==> src/rtl/uart_loader_pkg.sv <==
// Shared command/reply codes and FSM state encodings for the UART boot loader.
// Purely declarative: no logic, no latency, no flow control.
package uart_loader_pkg;

    localparam logic [7:0] CMD_LOAD = 8'h4C;
    localparam logic [7:0] CMD_DUMP = 8'h44;
    localparam logic [7:0] CMD_RUN  = 8'h52;

    localparam logic [7:0] RPL_OK   = 8'h4B;
    localparam logic [7:0] RPL_HALT = 8'h48;
    localparam logic [7:0] RPL_ERR  = 8'h3F;

    typedef enum logic [3:0] {
        IDLE, ARGH, ARGL, ARGC, LOAD, DRD, DW1, DW2, DTX, RUN, REPLY, TXGAP
    } state_t;

    typedef enum logic [1:0] {
        G_IDLE, G_WAIT, G_PULSE, G_GAP
    } gate_state_t;

    function automatic logic is_cmd(input logic [7:0] b);
        return (b == CMD_LOAD) || (b == CMD_DUMP) || (b == CMD_RUN);
    endfunction

endpackage

==> src/rtl/uart_loader_tx_gate.sv <==
// One-byte holding stage in front of the UART transmitter; transmit pulses >=1 cycle after send.
// Holds the byte until is_transmitting drops, then pulses and inserts one dead cycle before ready again.
module uart_tx_gate (
    input  logic       clk,
    input  logic       rst,
    input  logic       send_vld,
    input  logic [7:0] send_dat,
    output logic       send_rdy,
    input  logic       is_transmitting,
    output logic [7:0] tx_byte,
    output logic       transmit
);
    import uart_loader_pkg::*;

    gate_state_t state;

    assign send_rdy = (state == G_IDLE);

    always_ff @(posedge clk) begin
        if (!rst) begin
            state    <= G_IDLE;
            tx_byte  <= 8'h00;
            transmit <= 1'b0;
        end else begin
            transmit <= 1'b0;
            case (state)
                G_IDLE: begin
                    if (send_vld) begin
                        tx_byte <= send_dat;
                        state   <= G_WAIT;
                    end
                end
                G_WAIT: begin
                    if (!is_transmitting) begin
                        transmit <= 1'b1;
                        state    <= G_PULSE;
                    end
                end
                // the UART raises is_transmitting late; keep one cycle quiet after the pulse
                G_PULSE: state <= G_GAP;
                G_GAP:   state <= G_IDLE;
                default: state <= G_IDLE;
            endcase
        end
    end

endmodule

==> src/rtl/uart_loader.sv <==
// Host monitor: 'L' load / 'D' dump / 'R' run commands over UART to RAM and cpu; writes land 1 cycle after rx.
// Replies wait on the tx gate; rx bytes outside command/arg/load phases are dropped. LOADER_CHECKSUM_EN adds sums.
module uart_loader #(
    parameter int addr_width = 9
) (
    input  logic                  clk,
    input  logic                  rst,
    input  logic                  received,
    input  logic [7:0]            rx_byte,
    output logic [7:0]            tx_byte,
    output logic                  transmit,
    input  logic                  is_transmitting,
    output logic [addr_width-1:0] l_raddr,
    output logic [addr_width-1:0] l_waddr,
    output logic [7:0]            dwrite,
    output logic                  write_en,
    input  logic [7:0]            dread,
    output logic                  cpu_start,
    output logic [addr_width-1:0] startaddr,
    input  logic                  cpu_halted,
    output logic                  cpu_active
);
    import uart_loader_pkg::*;

    localparam int AW = addr_width;

    state_t          state;
    state_t          tx_next;
    logic [7:0]      cmd;
    logic [7:0]      hi;
    logic [7:0]      cnt;
    logic [7:0]      tx_dat;
    logic [AW-1:0]   addr;
    logic [AW-1:0]   arg_addr;
    logic            gate_rdy;
    logic            gate_send;

    assign arg_addr  = AW'({hi, rx_byte});
    assign gate_send = gate_rdy && ((state == REPLY) || (state == DTX));

`ifdef LOADER_CHECKSUM_EN
    logic [7:0] sum;

    always_ff @(posedge clk) begin
        if (!rst) begin
            sum <= 8'h00;
        end else if (state == ARGC && received) begin
            sum <= 8'h00;
        end else if (state == LOAD && received) begin
            sum <= sum + rx_byte;
        end else if (state == DW2) begin
            sum <= sum + dread;
        end
    end
`endif

    always_ff @(posedge clk) begin
        if (!rst) begin
            state      <= IDLE;
            tx_next    <= IDLE;
            cmd        <= 8'h00;
            hi         <= 8'h00;
            cnt        <= 8'h00;
            tx_dat     <= 8'h00;
            addr       <= '0;
            l_raddr    <= '0;
            l_waddr    <= '0;
            dwrite     <= 8'h00;
            write_en   <= 1'b0;
            cpu_start  <= 1'b0;
            startaddr  <= '0;
            cpu_active <= 1'b0;
        end else begin
            write_en  <= 1'b0;
            cpu_start <= 1'b0;
            case (state)
                IDLE: begin
                    if (received) begin
                        cmd <= rx_byte;
                        if (is_cmd(rx_byte)) begin
                            state <= ARGH;
                        end else begin
                            tx_dat  <= RPL_ERR;
                            tx_next <= IDLE;
                            state   <= REPLY;
                        end
                    end
                end
                ARGH: begin
                    if (received) begin
                        hi    <= rx_byte;
                        state <= ARGL;
                    end
                end
                ARGL: begin
                    if (received) begin
                        addr <= arg_addr;
                        if (cmd == CMD_RUN) begin
                            startaddr  <= arg_addr;
                            cpu_start  <= 1'b1;
                            cpu_active <= 1'b1;
                            state      <= RUN;
                        end else begin
                            state <= ARGC;
                        end
                    end
                end
                ARGC: begin
                    if (received) begin
                        cnt   <= rx_byte;
                        state <= (cmd == CMD_LOAD) ? LOAD : DRD;
                    end
                end
                // a count of 0 runs 256 bytes: it only matches 1 after wrapping through 255
                LOAD: begin
                    if (received) begin
                        l_waddr  <= addr;
                        dwrite   <= rx_byte;
                        write_en <= 1'b1;
                        addr     <= addr + AW'(1);
                        cnt      <= cnt - 8'd1;
                        if (cnt == 8'd1) begin
`ifdef LOADER_CHECKSUM_EN
                            tx_dat <= sum + rx_byte;
`else
                            tx_dat <= RPL_OK;
`endif
                            tx_next <= IDLE;
                            state   <= REPLY;
                        end
                    end
                end
                DRD: begin
                    l_raddr <= addr;
                    addr    <= addr + AW'(1);
                    state   <= DW1;
                end
                DW1: state <= DW2;
                DW2: begin
                    tx_dat <= dread;
                    cnt    <= cnt - 8'd1;
`ifdef LOADER_CHECKSUM_EN
                    tx_next <= (cnt == 8'd1) ? REPLY : DRD;
`else
                    tx_next <= (cnt == 8'd1) ? IDLE : DRD;
`endif
                    state  <= DTX;
                end
                DTX, REPLY: begin
                    if (gate_rdy) state <= TXGAP;
                end
                TXGAP: begin
                    if (gate_rdy) begin
                        state <= tx_next;
`ifdef LOADER_CHECKSUM_EN
                        if (tx_next == REPLY) begin
                            tx_dat  <= sum;
                            tx_next <= IDLE;
                        end
`endif
                    end
                end
                RUN: begin
                    if (cpu_halted) begin
                        cpu_active <= 1'b0;
                        tx_dat     <= RPL_HALT;
                        tx_next    <= IDLE;
                        state      <= REPLY;
                    end
                end
                default: state <= IDLE;
            endcase
        end
    end

    uart_tx_gate u_tx_gate (
        .clk             (clk),
        .rst             (rst),
        .send_vld        (gate_send),
        .send_dat        (tx_dat),
        .send_rdy        (gate_rdy),
        .is_transmitting (is_transmitting),
        .tx_byte         (tx_byte),
        .transmit        (transmit)
    );

endmodule

==> config.mk <==
export PLATFORM = sky130hd
export DESIGN_NAME = uart_loader
export DESIGN_NICKNAME = d
export VERILOG_FILES = /design/src/rtl/uart_loader_pkg.sv /design/src/rtl/uart_loader_tx_gate.sv /design/src/rtl/uart_loader.sv
export SDC_FILE = /design/constraint.sdc
export NUM_CORES = 1
export LEC_CHECK = 0
export ABC_CLOCK_PERIOD_IN_PS = 3650
export CORE_MARGIN = 1.5
export CORE_UTILIZATION = 40
export CTS_CLUSTER_DIAMETER = 120
export CTS_CLUSTER_SIZE = 12
export DETAILED_ROUTE_END_ITERATION = 10
export HOLD_SLACK_MARGIN = 0.12
export MAX_ROUTING_LAYER = met4
export PLACE_DENSITY = 0.69
export SLEW_MARGIN = 20
export SYNTH_ARGS = -nofsm -noshare
export SYNTH_HDL_FRONTEND = slang
export SYNTH_HIERARCHICAL = 1
export SYNTH_SLANG_ARGS = --single-unit
==> constraint.sdc <==
create_clock -name clk -period 3.65 [get_ports clk]
set_clock_uncertainty 0.15 [all_clocks]
set_input_delay 0.73 -clock clk [delete_from_list [all_inputs] [get_ports clk]]
set_output_delay 0.73 -clock clk [all_outputs]
set_load 0.1 [all_outputs]
==> qor.csv <==
stage;metric;value;unit
pwr;peak supply drop;0.0002133;V
finish;Final #Nets;598;
timing;Slew headroom;0.3391;
yosys;Syn Nets;546;
global_route;vias in the first global route;3627;
pwr;sequential share of power;0.436;
pwr;Comb power frac;0.300;
clocking;Inserted Clock Buffers;9;
floorplanning;Core Area;10230;um^2
setup_path;Critical path buffers and inverters;1;
placed_design;IO buf count;67;
route;Pre-antenna DRT Iters;4;
worst_hold_path;Hold Crit Start;u_tx_gate/tx_byte[5];
clocking;CTS hold repair buffers;0;
setup_path;worst setup path class;register to output port;
global_route;initial antenna violation count;0;
timing;RSZ-0062 raised after global routing;false;
timing;Slew Viols, Final;0;
clocking;Post-CTS Resized;0;
route;Vias;3825;
setup_path;Crit-path slowest cell;clkdlybuf4s50_1;
timing;setup violators final;0;
timing;setup_tns;0;ns
setup_path;Reg-to-Reg End;addr[8];
pwr;Cell Int Power;1.819;mW
timing;fin crit share;0.7575;
yosys;share of the synthesized area in the top cell type;0.4212;
yosys;mapped cell area;4183;um^2
job;Max-cap violations;0;
route;Routed WL per cell;15.12;um
worst_hold_path;Worst Hold Path Cells;2;
route;DR iter-0 viols;211;
yosys;Cell variety after synth;63;
clocking;worst skew pair latency;0.37;ns
yosys;Top FF cell, synth;dfxtp_1;
route;Vias/cell;5.380;
yosys;Synth Warn #;6;
placed_design;dpl hpwl;7.567;mm
setup_path;Top delay family on crit path;buffers and inverters;
timing;Period minus WS final;2.765;ns
finish;Finished Layout Cells;711;
status;status;finished, final reports clean;
placed_design;placed cells;695;
floorplanning;cell row count;37;
pwr;P_leak;1.806;nW
timing;Fin. Hold Viols;0;
worst_hold_path;Hold Path Class;register to register;
global_route;GRT overflow;0;
clocking;clock tree root driver cell;clkbuf_8;
yosys;FF+latch count, synth;88;
clocking;clk slew on worst S/H paths;0.08;ns
route;Routed WL;10.75;mm
clocking;setup bufs post-CTS;0;
setup_path;WP data arrival;1.88;ns
setup_path;Reg2Reg Setup Slack;1.10;ns
floorplanning;Vert. Die Dim;105.3;um
yosys;cell with the most instances after synthesis;nand2_1;
yosys;Synth area leader;dfxtp_1;
finish;Antenna Cells;0;
setup_path;reg-to-reg critical path startpoint;state[1];
pwr;clock share of power;0.264;
yosys;Area contributors post-synth;dfxtp_1, nand2_1, a21oi_1;
global_route;GR Util All Layers;0.2031;
global_route;largest net degree at the start of global routing;35;
floorplanning;I/O pins;68;
yosys;Post-synth EDFFs;0;
yosys;post-synthesis cell count;518;
finish;fraction of layout cells with a size suffix above 1;0.08000;
setup_path;CP Cell Sequence;clkdlybuf4s50_1;
setup_path;CP peak stage delay;1.15;ns
floorplanning;die width;105.3;um
timing;Max Fclk;0.3617;GHz
clocking;clock sink count;88;
yosys;average size of a mapped cell;8.075;um^2
pwr;P_sw;1.047;mW
setup_path;cells on worst reg2reg path;5;
worst_hold_path;Hold Path Sink;u_tx_gate/tx_byte[5];
global_route;first-pass GRT wire length;17.52;mm
yosys;Seq/Total Area, Yosys;0.4212;
setup_path;worst-path fanout max;2;
route;antenna viol nets, final;0;
setup_path;Critical Path RT;2.77;ns
pwr;net switching fraction of the power;0.3654;
setup_path;Critical Path End Type;output port;
floorplanning;die area;11080;um^2
floorplanning;initial cell density of the core;0.4088;
placed_design;Placer Congestion;0.9369;
yosys;async set or reset register ratio after synthesis;0;
finish;area grow syn2layout;22.70;%
clocking;CTS max path bufs;2;
route;drt drc;0;
yosys;most frequent cells after synthesis;nand2_1, dfxtp_1, a21oi_1;
timing;worst slew pin tran;0.9882;ns
clocking;TritonCTS clock tree;built;
pwr;power per cell area;558.3;nW/um^2
clocking;htree depth;3;
setup_path;critical path launch point type;register;
-- power by group through the flow --
stage          Clock [mW]  Combinational, mW  Sequential, mW
2_1_floorplan           0              0.713            1.23
3_3_place_gp            0              0.843            1.26
3_5_place_dp            0              0.857            1.27
4_1_cts             0.776              0.861            1.25
5_1_grt             0.816              0.947            1.27
6_report            0.756              0.861            1.25
-- state kept, by name, indices dropped and copies added (netlist names), 8 cells and up --
register,cells
u_tx_gate/tx_byte,8
tx_dat,8
cnt,8
startaddr,9
dwrite,8
l_waddr,9
cmd,8
l_raddr,9
addr,9
-- final cells by class --
type	instances	area (um^2)
Sequential cell	88	1762
Timing Repair Buffer	75	728.2
Inverter	9	33.78
Multi-Input combinational cell	387	2220
Clock inverter	6	91.34
Fill cell	989	5099
Clock buffer	10	127.6
Tap cell	136	170.2
-- per-stage QoR --
stage / power [mW] / instance area, um^2 / worst slack, ns / hold slack, ns / utilization
finish: 2.866 / 5132 / 0.8852 / 0.3038 / 0.5017
global route: 3.038 / 5132 / 0.8239 / 0.3272 / 0.5017
CTS: 2.883 / 5132 / 0.8669 / 0.3082 / 0.5017
detailed placement: 2.125 / 4913 / 0.5902 / 0.2967 / 0.4802
global placement: 2.106 / 4913 / 0.6673 / 0.2890 / 0.4802
floorplan: 1.945 / 4183 / 1.437 / 0.2850 / -
-- cells by family after synthesis --
group / count (synthesis) / share of synthesized area
AOI/OAI and AO/OA: 134 / 0.2091
adders and majority gates: 7 / 0.02094
buffers and inverters: 43 / 0.04816
DFF: 88 / 0.4212
muxes: 14 / 0.03350
and+or+nand+nor: 232 / 0.2671
-- per-layer routing --
layer,track usage,vias up,share of wire
li1,-,1907,-
met1,0.2573,1769,0.46
met2,0.3095,127,0.46
met3,0.04205,22,0.055
met4,0.09785,0,0.029
met5,-,-,0
-- worst max path at each step --
stage / start / to / slack, ns / cells past startpoint
4_1_cts: dwrite[1] / dwrite[1] / 0.87 / 1
6_report: dwrite[1] / dwrite[1] / 0.89 / 1
2_1_floorplan: rx_byte[5] / tx_dat[0] / 1.44 / 5
5_1_grt: dwrite[1] / dwrite[1] / 0.82 / 1
3_5_place_dp: rx_byte[5] / tx_dat[4] / 0.59 / 6
3_3_place_gp: rx_byte[5] / tx_dat[4] / 0.67 / 6
-- placed cells by master, fill, tap and decap left out, types with 2 or more instances in the layout --
cell / n
o31ai_1: 3
dfxtp_1: 88
a211o_1: 2
a21o_1: 4
and3_1: 5
or2_2: 2
buf_4: 9
nand4b_1: 2
a21oi_1: 61
or3b_1: 2
nand2b_1: 4
a22oi_1: 3
clkbuf_8: 9
a211oi_1: 2
nor3_1: 9
nor4b_2: 2
nand3_1: 26
nor3b_1: 2
o21ai_0: 23
bufinv_16: 2
nor2_1: 32
nor2b_1: 7
mux2i_1: 14
a21boi_1: 8
inv_6: 2
nand4_1: 2
ha_1: 7
nor4_1: 2
inv_1: 8
o32ai_1: 3
clkdlybuf4s50_1: 66
nand2_1: 115
o221a_2: 5
and2_1: 9
a31oi_1: 3
-- worst reg2reg max path: cells and delay by family, from the launching register on --
kind / cells / cell delay (ns)
AO/OA/AOI/OAI: 3 / 1.09
flip-flops: 1 / 0.72
AND/OR/NAND/NOR: 2 / 0.51
Power figures use the tool's default switching activity.
